<file path="src/rtl/page_table_pkg.sv">
// Shared widths, FSM state encoding and storage record types for the page table.
package page_table_pkg;
    localparam int VPN_W   = 6;
    localparam int PPN_W   = 2;
    localparam int ENTRIES = 64;
    localparam int RMAP_N  = 1 << PPN_W;

    typedef enum logic [1:0] {
        ST_IDLE  = 2'd0,
        ST_WAIT  = 2'd1,
        ST_FAULT = 2'd2,
        ST_DONE  = 2'd3
    } state_e;

    typedef struct packed {
        logic             valid;
        logic [PPN_W-1:0] ppn;
    } entry_t;

    typedef struct packed {
        logic             valid;
        logic [VPN_W-1:0] vpn;
    } rmap_t;
endpackage

</file>
<file path="src/rtl/page_table_if.sv">
// Request/response bundle between a requester (master) and the page table (slave).
interface page_table_if;
    import page_table_pkg::*;

    // req is only sampled while busy is low; one accepted req yields exactly one done pulse.
    logic             req;
    logic             write_to_table;
    logic [VPN_W-1:0] V_addr_PT_in;
    logic [PPN_W-1:0] P_addr_PT_wr;
    logic             busy;
    logic             done;
    logic [PPN_W-1:0] P_addr_PT_out;
    logic             page_fault;
    logic [1:0]       state_dbg;

    modport master (
        output req, write_to_table, V_addr_PT_in, P_addr_PT_wr,
        input  busy, done, P_addr_PT_out, page_fault, state_dbg
    );

    modport slave (
        input  req, write_to_table, V_addr_PT_in, P_addr_PT_wr,
        output busy, done, P_addr_PT_out, page_fault, state_dbg
    );
endinterface

</file>
<file path="src/rtl/page_table_rmap.sv">
// Reverse map (PPN -> owning VPN) plus the round-robin victim pointer used on faults.
module page_table_rmap
    import page_table_pkg::*;
(
    input  logic             clock,
    input  logic             reset,
    input  logic [PPN_W-1:0] lookup_ppn,
    output rmap_t            lookup_ent,
    output logic [PPN_W-1:0] victim_ppn,
    output rmap_t            victim_ent,
    input  logic             clr_en,
    input  logic [PPN_W-1:0] clr_ppn,
    input  logic             wr_en,
    input  logic [PPN_W-1:0] wr_ppn,
    input  logic [VPN_W-1:0] wr_vpn,
    input  logic             adv_ptr
);
    rmap_t            rmap_q [RMAP_N];
    rmap_t            rmap_d [RMAP_N];
    logic [PPN_W-1:0] ptr_q, ptr_d;

    // Clear is applied before write so a slot being refilled always ends valid.
    always_comb begin
        rmap_d = rmap_q;
        ptr_d  = ptr_q;
        if (clr_en) rmap_d[clr_ppn].valid = 1'b0;
        if (wr_en)  rmap_d[wr_ppn] = '{valid: 1'b1, vpn: wr_vpn};
        if (adv_ptr) ptr_d = ptr_q + 1'b1;
    end

    always_ff @(posedge clock or posedge reset) begin
        if (reset) begin
            for (int i = 0; i < RMAP_N; i++) rmap_q[i] <= '0;
            ptr_q <= '0;
        end else begin
            rmap_q <= rmap_d;
            ptr_q  <= ptr_d;
        end
    end

    assign lookup_ent = rmap_q[lookup_ppn];
    assign victim_ppn = ptr_q;
    assign victim_ent = rmap_q[ptr_q];
endmodule

</file>
<file path="src/rtl/page_table.sv">
// 64-entry VPN->PPN table with fixed-latency lookup and round-robin fault allocation.
// Optional PAGE_TABLE_STATS_EN adds saturating read/fault counters.
module page_table
    import page_table_pkg::*;
#(
    parameter int LAT       = 3,
    parameter int FAULT_LAT = 8
) (
    input  logic        clock,
    input  logic        reset,
    page_table_if.slave pt
`ifdef PAGE_TABLE_STATS_EN
    ,
    output logic [15:0] read_count,
    output logic [15:0] fault_count
`endif
);
    localparam int MAXL  = (LAT > FAULT_LAT) ? LAT : FAULT_LAT;
    localparam int CNT_W = (MAXL > 1) ? $clog2(MAXL) : 1;

    state_e           state_q, state_d;
    logic [CNT_W-1:0] cnt_q, cnt_d;
    logic             wr_q, wr_d;
    logic [VPN_W-1:0] vpn_q, vpn_d;
    logic [PPN_W-1:0] ppn_q, ppn_d;
    logic [PPN_W-1:0] out_ppn_q, out_ppn_d;
    logic             out_fault_q, out_fault_d;
    entry_t           table_q [ENTRIES];
    entry_t           table_d [ENTRIES];

    rmap_t            lookup_ent, victim_ent;
    logic [PPN_W-1:0] victim_ppn;
    logic             rm_clr_en, rm_wr_en, rm_adv;
    logic [PPN_W-1:0] rm_clr_ppn, rm_wr_ppn;
    entry_t           cur;

    page_table_rmap u_rmap (
        .clock      (clock),
        .reset      (reset),
        .lookup_ppn (ppn_q),
        .lookup_ent (lookup_ent),
        .victim_ppn (victim_ppn),
        .victim_ent (victim_ent),
        .clr_en     (rm_clr_en),
        .clr_ppn    (rm_clr_ppn),
        .wr_en      (rm_wr_en),
        .wr_ppn     (rm_wr_ppn),
        .wr_vpn     (vpn_q),
        .adv_ptr    (rm_adv)
    );

    always_comb begin
        state_d     = state_q;
        cnt_d       = cnt_q;
        wr_d        = wr_q;
        vpn_d       = vpn_q;
        ppn_d       = ppn_q;
        out_ppn_d   = out_ppn_q;
        out_fault_d = out_fault_q;
        table_d     = table_q;
        rm_clr_en   = 1'b0;
        rm_clr_ppn  = '0;
        rm_wr_en    = 1'b0;
        rm_wr_ppn   = '0;
        rm_adv      = 1'b0;
        cur         = table_q[vpn_q];

        case (state_q)
            ST_IDLE: begin
                if (pt.req) begin
                    wr_d    = pt.write_to_table;
                    vpn_d   = pt.V_addr_PT_in;
                    ppn_d   = pt.P_addr_PT_wr;
                    cnt_d   = CNT_W'(LAT - 1);
                    state_d = ST_WAIT;
                end
            end
            ST_WAIT: begin
                if (cnt_q != '0) begin
                    cnt_d = cnt_q - 1'b1;
                end else if (wr_q) begin
                    // Keep table and rmap a strict bijection: evict the old owner and old slot.
                    if (lookup_ent.valid && lookup_ent.vpn != vpn_q)
                        table_d[lookup_ent.vpn].valid = 1'b0;
                    if (cur.valid && cur.ppn != ppn_q) begin
                        rm_clr_en  = 1'b1;
                        rm_clr_ppn = cur.ppn;
                    end
                    table_d[vpn_q] = '{valid: 1'b1, ppn: ppn_q};
                    rm_wr_en       = 1'b1;
                    rm_wr_ppn      = ppn_q;
                    out_fault_d    = 1'b0;
                    state_d        = ST_DONE;
                end else if (cur.valid) begin
                    out_ppn_d   = cur.ppn;
                    out_fault_d = 1'b0;
                    state_d     = ST_DONE;
                end else begin
                    cnt_d   = CNT_W'(FAULT_LAT - 1);
                    state_d = ST_FAULT;
                end
            end
            ST_FAULT: begin
                if (cnt_q != '0) begin
                    cnt_d = cnt_q - 1'b1;
                end else begin
                    if (victim_ent.valid) table_d[victim_ent.vpn].valid = 1'b0;
                    table_d[vpn_q] = '{valid: 1'b1, ppn: victim_ppn};
                    rm_wr_en       = 1'b1;
                    rm_wr_ppn      = victim_ppn;
                    rm_adv         = 1'b1;
                    out_ppn_d      = victim_ppn;
                    out_fault_d    = 1'b1;
                    state_d        = ST_DONE;
                end
            end
            ST_DONE: state_d = ST_IDLE;
            default: state_d = ST_IDLE;
        endcase
    end

    always_ff @(posedge clock or posedge reset) begin
        if (reset) begin
            state_q     <= ST_IDLE;
            cnt_q       <= '0;
            wr_q        <= 1'b0;
            vpn_q       <= '0;
            ppn_q       <= '0;
            out_ppn_q   <= '0;
            out_fault_q <= 1'b0;
            for (int i = 0; i < ENTRIES; i++) table_q[i] <= '0;
        end else begin
            state_q     <= state_d;
            cnt_q       <= cnt_d;
            wr_q        <= wr_d;
            vpn_q       <= vpn_d;
            ppn_q       <= ppn_d;
            out_ppn_q   <= out_ppn_d;
            out_fault_q <= out_fault_d;
            table_q     <= table_d;
        end
    end

    assign pt.busy          = (state_q != ST_IDLE);
    assign pt.done          = (state_q == ST_DONE);
    assign pt.P_addr_PT_out = out_ppn_q;
    assign pt.page_fault    = out_fault_q && (state_q == ST_DONE);
    assign pt.state_dbg     = state_q;

`ifdef PAGE_TABLE_STATS_EN
    logic [15:0] read_cnt_q, read_cnt_d;
    logic [15:0] fault_cnt_q, fault_cnt_d;

    always_comb begin
        read_cnt_d  = read_cnt_q;
        fault_cnt_d = fault_cnt_q;
        if (state_q == ST_DONE && !wr_q) begin
            if (read_cnt_q != 16'hFFFF) read_cnt_d = read_cnt_q + 16'd1;
            if (out_fault_q && fault_cnt_q != 16'hFFFF) fault_cnt_d = fault_cnt_q + 16'd1;
        end
    end

    always_ff @(posedge clock or posedge reset) begin
        if (reset) begin
            read_cnt_q  <= '0;
            fault_cnt_q <= '0;
        end else begin
            read_cnt_q  <= read_cnt_d;
            fault_cnt_q <= fault_cnt_d;
        end
    end

    assign read_count  = read_cnt_q;
    assign fault_count = fault_cnt_q;
`endif
endmodule

</file>
<file path="src/flat_wrapper.sv">
// flat-port wrapper written by rule: the top's interface ports become plain ports
module page_table_flat import page_table_pkg::*;
#(
    parameter int LAT       = 3,
    parameter int FAULT_LAT = 8
)
  (clock, reset, pt_req, pt_write_to_table, pt_V_addr_PT_in, pt_P_addr_PT_wr, pt_busy, pt_done, pt_P_addr_PT_out, pt_page_fault, pt_state_dbg);
  page_table_if pt_i ();
  input  logic clock;
  input  logic reset;
  input wire logic [$bits(pt_i.req)-1:0] pt_req;
  input wire logic [$bits(pt_i.write_to_table)-1:0] pt_write_to_table;
  input wire logic [$bits(pt_i.V_addr_PT_in)-1:0] pt_V_addr_PT_in;
  input wire logic [$bits(pt_i.P_addr_PT_wr)-1:0] pt_P_addr_PT_wr;
  output wire logic [$bits(pt_i.busy)-1:0] pt_busy;
  output wire logic [$bits(pt_i.done)-1:0] pt_done;
  output wire logic [$bits(pt_i.P_addr_PT_out)-1:0] pt_P_addr_PT_out;
  output wire logic [$bits(pt_i.page_fault)-1:0] pt_page_fault;
  output wire logic [$bits(pt_i.state_dbg)-1:0] pt_state_dbg;
  assign pt_i.req = pt_req;
  assign pt_i.write_to_table = pt_write_to_table;
  assign pt_i.V_addr_PT_in = pt_V_addr_PT_in;
  assign pt_i.P_addr_PT_wr = pt_P_addr_PT_wr;
  assign pt_busy = pt_i.busy;
  assign pt_done = pt_i.done;
  assign pt_P_addr_PT_out = pt_i.P_addr_PT_out;
  assign pt_page_fault = pt_i.page_fault;
  assign pt_state_dbg = pt_i.state_dbg;
  page_table #(.LAT(LAT), .FAULT_LAT(FAULT_LAT)) u_core (.clock(clock), .reset(reset), .pt(pt_i));
endmodule
</file>
<file path="config.mk">
export PLATFORM = sky130hd
export DESIGN_NAME = page_table_flat
export DESIGN_NICKNAME = d
export VERILOG_FILES = /design/src/rtl/page_table_pkg.sv /design/src/rtl/page_table_if.sv /design/src/rtl/page_table_rmap.sv /design/src/rtl/page_table.sv /design/src/flat_wrapper.sv
export SDC_FILE = /design/constraint.sdc
export NUM_CORES = 1
export LEC_CHECK = 0
export BUFFER_PORTS_ARGS = -buffer_cell sky130_fd_sc_hd__buf_2
export CAP_MARGIN = 20
export CORE_AREA = 8 8 213 215
export CTS_BUF_LIST = sky130_fd_sc_hd__clkbuf_4 sky130_fd_sc_hd__clkbuf_8
export CTS_CLUSTER_SIZE = 16
export DETAILED_ROUTE_END_ITERATION = 10
export DIE_AREA = 0 0 221 223
export GPL_TIMING_DRIVEN = 0
export SKIP_CTS_REPAIR_TIMING = 1
export SLEW_MARGIN = 20
export SYNTH_ARGS = -nofsm -noshare
export SYNTH_HDL_FRONTEND = slang
export SYNTH_SLANG_ARGS = --single-unit
</file>
<file path="constraint.sdc">
create_clock -name clock -period 8 [get_ports clock]
set_input_delay 1.2 -clock clock [delete_from_list [all_inputs] [get_ports clock]]
set_output_delay 1.2 -clock clock [all_outputs]
set_load 0.005 [all_outputs]
</file>
# Word level (Yosys, flattened, before mapping)
# Cells that the tools add are included.
[totals] register_bits=239 in_bits=12 out_inout_bits=7 wordCells=276
[classes] addsub=2 n_lt_le_gt_ge=12 eq_ne=15 n_mux=77 bitwise=7 n_reduce_logical=19
[ops] cell="192-bit two-way mux" n=10
[ops] cell="192-bit bitwise mux" n=4
[ops] cell="192-bit one-hot mux with 2 select lines" n=1
[ops] cell="28-bit bitwise mux" n=2
[ops] cell="28-bit two-way mux" n=2
[ops] cell="3-bit demux with 6-bit select" n=3
[ops] cell="7-bit two-way mux" n=6
[ops] cell="2-bit two-way mux" n=15
[ops] cell="3-bit two-way mux" n=10
[ops] cell="7-bit binary-select mux with 2-bit select" n=2
[ops] cell="7-bit demux with 2-bit select" n=2
[ops] cell="7-bit greater-or-equal comparator (second input constant)" n=3
[ops] cell="7-bit by 1-bit less-than comparator with 1-bit output (second input constant)" n=3
[ops] cell="6-bit NOT with 7-bit output" n=3
[ops] cell="3-bit binary-select mux with 6-bit select" n=1
[ops] cell="1-bit two-way mux" n=13
[ops] cell="3-bit greater-or-equal comparator (second input constant)" n=4
[ops] cell="2-bit NOT with 3-bit output" n=4
[ops] cell="5-bit AND reduction" n=2
[ops] cell="3-bit one-hot mux with 3 select lines" n=1
[ops] cell="1-bit logical AND" n=8
[ops] cell="2-bit inequality test (second input constant)" n=4
[ops] cell="2-bit one-hot mux with 2 select lines" n=2
[ops] cell="2-bit one-hot mux with 4 select lines" n=1
[ops] cell="other kinds (17)" n=26

# Depth between registers and ports, before layout
[depth] ltp_word=19 depth_mapped=11

# By module
# A second synthesis with hierarchy kept.
[unflattened] cells_unflattened=1228 hier_area_um2=12136.6
[by_module_without_submodules] module="page_table" instances=1 cells_each=1137 area_per_inst_um2=10636.5
[by_module_without_submodules] module="page_table_rmap" instances=1 cells_each=91 area_per_inst_um2=1500.2

# Least setup slack after synthesis
# Ideal clock, no wire load.
[synth_timing] path_type="reg-to-reg" from="register u_core.state_q[1] (netlist: u_core.pt.state_dbg[1])" to="register u_core.u_rmap.rmap_q[21] (netlist name)" setup_ps=125 t_arrival_ps=2429 required_time_ps=7875 setup_slack_ps=5446 path_stages_with_launch=10 period_less_slack_ps=2554 cell_sequence="dfrtp_1 -> inv_1 -> ha_1 -> clkbuf_1 -> inv_1 -> nor3_1 -> nand2b_1 -> nand3_1 -> nor2_1 -> mux2_2"
[synth_via] elab_chain_cells=9 word_cells_on_any_way=18
[synth_rtl] element="start: declaration" line="page_table.sv:21" text="state_e state_q, state_d;"
[synth_rtl] element="start signal: assignment" line="page_table.sv:133" text="state_q <= state_d;"
[synth_rtl] element="2-bit == test / 2-bit by 1-bit == test with 1-bit output (equally long branches)" line="page_table.sv:68" text="case (state_q)"
[synth_rtl] element="2-bit one-hot mux with 2 select lines" line="page_table.sv:68"
[synth_rtl] element="2-bit NOT with 3-bit output (implied by the code)" line="page_table_rmap.sv:27" text="if (wr_en) rmap_d[wr_ppn] = '{valid: 1'b1, vpn: wr_vpn};"
[synth_rtl] element="3-bit greater-or-equal comparator (implied by the code) / 3-bit by 1-bit less-than comparator with 1-bit output (equally long branches)" line="page_table_rmap.sv:27"
[synth_rtl] element="1-bit logical AND (implied by the code)" line="page_table_rmap.sv:27"
[synth_rtl] element="7-bit two-way mux (implied by the code)" line="page_table_rmap.sv:27"
[synth_rtl] element="7-bit demux with 2-bit select" line="page_table_rmap.sv:27"
[synth_rtl] element="28-bit bitwise mux" line="page_table_rmap.sv:27"
[synth_rtl] element="28-bit two-way mux *" line="page_table_rmap.sv:27"
[synth_rtl] element="end signal: assignment" line="page_table_rmap.sv:36" text="rmap_q <= rmap_d;"
[synth_rtl] element="end: declaration" line="page_table_rmap.sv:18" text="rmap_t rmap_q [RMAP_N];"
# Mark *: on every way between the ends. The rest lies on a longest branch, timed or not.
# A chain may end at the register's enable or synchronous reset.

# Worst setup path after layout
[layout_timing] from="register u_core.vpn_q[2]" to="register u_core.table_q[151] (netlist name)"
[layout_via] elab_chain_cells=10 word_cells_on_any_way=18
[layout_rtl] element="start: declaration" line="page_table.sv:24" text="logic [VPN_W-1:0] vpn_q, vpn_d;"
[layout_rtl] element="start signal: assignment" line="page_table.sv:136" text="vpn_q <= vpn_d;"
[layout_rtl] element="parallel branches: the longest is 9 deep, another holds 7-bit greater-or-equal comparator"
[layout_rtl] element="192-bit one-hot mux with 2 select lines *" line="page_table.sv:68"
[layout_rtl] element="end signal: assignment" line="page_table.sv:140" text="table_q <= table_d;"
[layout_rtl] element="end: declaration" line="page_table.sv:28" text="entry_t table_q [ENTRIES];"
# Mark *: on every way between the ends. The select of a mux whose other input is x is not followed.

==> results_dict.tcl <==
set metrics [dict create \
    place_ws_ps 3810 \
    seq_power_share_pct 31.2 \
    arrival_ps 4810 \
    cp_slowest_stage_delay_ps 610 \
    timing.rr.end "u_core.table_q[151]$_DFFE_PP0P_" \
    internal-power_w 0.003218 \
    hpwl_um 30730 \
    startpoint_type "flop" \
    power_leakage_nw 6.001 \
    worstSetupPathType "reg -> reg" \
    first_global_vias 10490 \
    fin_crit_ps 4322 \
    power_per_cell_area_nw_per_um2 404.5 \
    crit_fanout 10 \
    dr_total_vias 10750 \
    dieHeight_um 223 \
    synth.area.top_cells "dfrtp_1 48%, mux4_2 7.6%, o21ai_0 4.9%, nand2_1 4.9%, a21oi_1 4.5%" \
    status "completed" \
    globalRouteTotalUtil_pct 17.55 \
    yosysUniqueCellTypes 67 \
    ir_drop_v 0.0001356 \
    path_common_cell "buf_2" \
    overflow 0 \
    syn_inst 1224 \
    yosysMostFrequentCell "dfrtp_1" \
    grt_max_degree 85 \
    combinationalPowerShare_pct 46.5 \
    cts_sinks 239 \
    ios 19 \
    die_area_um2 49280 \
    grt_pass1_wl_um 66720 \
    hold_viol 0 \
    dr.pass1.iters 6 \
    cts_root_buf "clkbuf_8" \
    die_w_um 221 \
    synthArstFlopShare_pct 100.0 \
    drt_iter0_drc 1275 \
    seqCellArea_um2 5981 \
    drt_wl_total_um 44440 \
    clock_latency_ps 570 \
    rsz0062_at_grt "false" \
    slew_headroom_pct 19.32 \
    dp.cells 1793 \
    synth_top_area_share_pct 48.36 \
    reg2reg_depth 10 \
    p_sw_w 0.002547 \
    yosysTopAreaCell "dfrtp_1" \
    crit_path_cell_trace "buf_2 > buf_2 > buf_4 > buf_2 > clkbuf_1 > nor2b_1 > nand3_1 > nor2_1 > nor2_1 > a21oi_1" \
    seq_area_frac_synth_pct 48.36 \
    fmax_mhz 231.4 \
    route.detailed.drc 0 \
    clock_skew_ps 19.85 \
    synth_edf_count 0 \
    final_cells 1873 \
    hold_path.class "reg -> reg" \
    cts_buffers 43 \
    setup_viol 0 \
    synth-seq-cells 239 \
    antenna_found_initial 2 \
    r2r_start "u_core.vpn_q[2]$_DFFE_PP0P_" \
    syn_nets 1243 \
    p_total_w 0.005765 \
    worst_slack_ps 3678 \
    synth_common_cells "239 x dfrtp_1, 161 x nand2_1, 139 x nor2_1, 121 x o21ai_0, 110 x a21oi_1" \
    drv_cap 0 \
    cts_tree "yes" \
    n_fill_cell 4238 \
    syn_area_um2 12370 \
    switching_share_pct 44.18 \
    viasPerCell 5.738 \
    synth-main-ff-cell "dfrtp_1" \
    design.core.area_um2 42320 \
    rows 76 \
    cts_buffer_depth 3 \
    path_clk_slew_ps 60 \
    whs_endpoint "u_core.table_q[177]$_DFFE_PP0P_" \
    syn_avg_cell_area_um2 10.10 \
    h-tree-depth 2 \
    wire_per_inst_um 23.73 \
    syn2layout_area_growth_pct 15.25 \
    start_util_pct 29.23 \
    antenna_left 0 \
    min_from "u_core.table_q[177]$_DFFE_PP0P_" \
    slowest_stage "nand3_1" \
    port_buffers 18 \
    multi_input_area_um2 6016 \
    clockPowerShare_pct 22.3 \
    worst_pin_slew_ps 1194 \
    drive_gt1_share_pct 17.42 \
    nets 1311 \
    required_ps 8490 \
    slew_viol_final 0 \
    r2r_slack_ps 3680 \
    end_kind "flop" \
    hold_depth 2 \
    place.gp.congestion 0.9735 \
    yosys_warnings 0 \
    fin_crit_sh_pct 54.03 \
]
==> layer usage <==
metal	wire, um	global-route usage (%)	vias up
met5	10	0	-
met4	2272	9.040	2
met3	4496	4.347	164
met2	19450	26.26	631
met1	18210	23.31	5308
li1	-	-	4643
==> layout by cell type, fill, tap and decap left out, drive strengths merged, types with 11 or more instances in the layout <==
cell type | netlist | layout
dfrtp | 239 | 239
nand2 | 161 | 161
nor2 | 139 | 139
o21ai | 121 | 121
a21oi | 110 | 110
clkbuf | 41 | 105
buf | 29 | 52
mux4 | 46 | 46
mux2 | 36 | 36
o22ai | 23 | 23
mux2i | 22 | 22
a211o | 21 | 21
nor3 | 20 | 20
inv | 18 | 19
a21o | 16 | 16
o22a | 15 | 15
nand3 | 13 | 13
a221o | 13 | 13
a31oi | 11 | 11
==> cells by family (layout without fill, tap and decap cells) <==
| kind of cell | after synthesis | in the layout | synth area share, % |
|---|---|---|---|
| other | 0 | 1 | 0 |
| muxes | 104 | 104 | 13.56 |
| xor gates and xnor gates | 8 | 8 | 0.5666 |
| DFF | 239 | 239 | 48.36 |
| adders and majority gates | 7 | 7 | 0.7082 |
| buffers and inverters | 88 | 190 | 3.399 |
| AOI/OAI and AO/OA | 372 | 372 | 18.64 |
| and+or+nand+nor | 406 | 406 | 14.77 |
==> area by class of cell <==
class / count / share of cell area (%)
timing repair buffer: 23 / 1.203
buffer: 70 / 2.476
sequential: 239 / 41.96
antenna: 1 / 0.01756
multi-input combinational: 897 / 42.21
inverter: 18 / 0.5267
clock inverter: 15 / 0.9393
tap: 546 / 4.793
clock buffer: 64 / 5.873
==> flip-flops by register name, summed over array words and instances, names as in the netlist, 2 cells and up <==
register	flops
u_core.cnt_q	3
u_core.ppn_q	2
u_core.pt.P_addr_PT_out	2
u_core.pt.state_dbg	2
u_core.table_q	192
u_core.u_rmap.rmap_q	28
u_core.u_rmap.victim_ppn	2
u_core.vpn_q	6
==> how the worst max path moves through the flow <==
stage / startpoint / end / slack [ps] / cells after the start
after floorplan: reset / u_core.cnt_q[0]$_DFFE_PP0P_ / 240 / 1
after global placement: reset / u_core.table_q[75]$_DFFE_PP0P_ / -2600 / 2
after detailed placement: u_core.vpn_q[2]$_DFFE_PP0P_ / u_core.pt.P_addr_PT_out[1]$_DFFE_PP0P_ / 3810 / 9
after CTS: u_core.vpn_q[2]$_DFFE_PP0P_ / u_core.pt.P_addr_PT_out[1]$_DFFE_PP0P_ / 3780 / 9
after global routing: u_core.vpn_q[2]$_DFFE_PP0P_ / u_core.table_q[174]$_DFFE_PP0P_ / 3670 / 10
final: u_core.vpn_q[2]$_DFFE_PP0P_ / u_core.table_q[151]$_DFFE_PP0P_ / 3680 / 10
==> through the flow <==
step	instance area (um2)	utilization [%]	TNS, ps	hold WS [ps]
2_1_floorplan	12370	-	0	444.3
3_3_place_gp	13140	31.05	-616090	456.1
3_5_place_dp	13280	31.38	0	464.6
4_1_cts	14250	33.68	0	477.9
5_1_grt	14250	33.68	0	498.1
6_report	14250	33.68	0	478.1
==> critical path: cells and delay by family, from the launching register on <==
kind | cells | cell delay, ps
compound gates | 1 | 140
flops | 1 | 430
simple gates | 4 | 1520
buf+inv | 5 | 2120
==> power by group through the flow <==
stage          combinational (W)  sequential, W  clock, W
2_1_floorplan            0.00174        0.00174         0
3_3_place_gp             0.00256        0.00180         0
3_5_place_dp             0.00261        0.00181         0
4_1_cts                  0.00262        0.00180   0.00130
5_1_grt                  0.00284        0.00184   0.00136
6_report                 0.00268        0.00180   0.00129
Note: power is estimated with default switching activity, not from simulation.
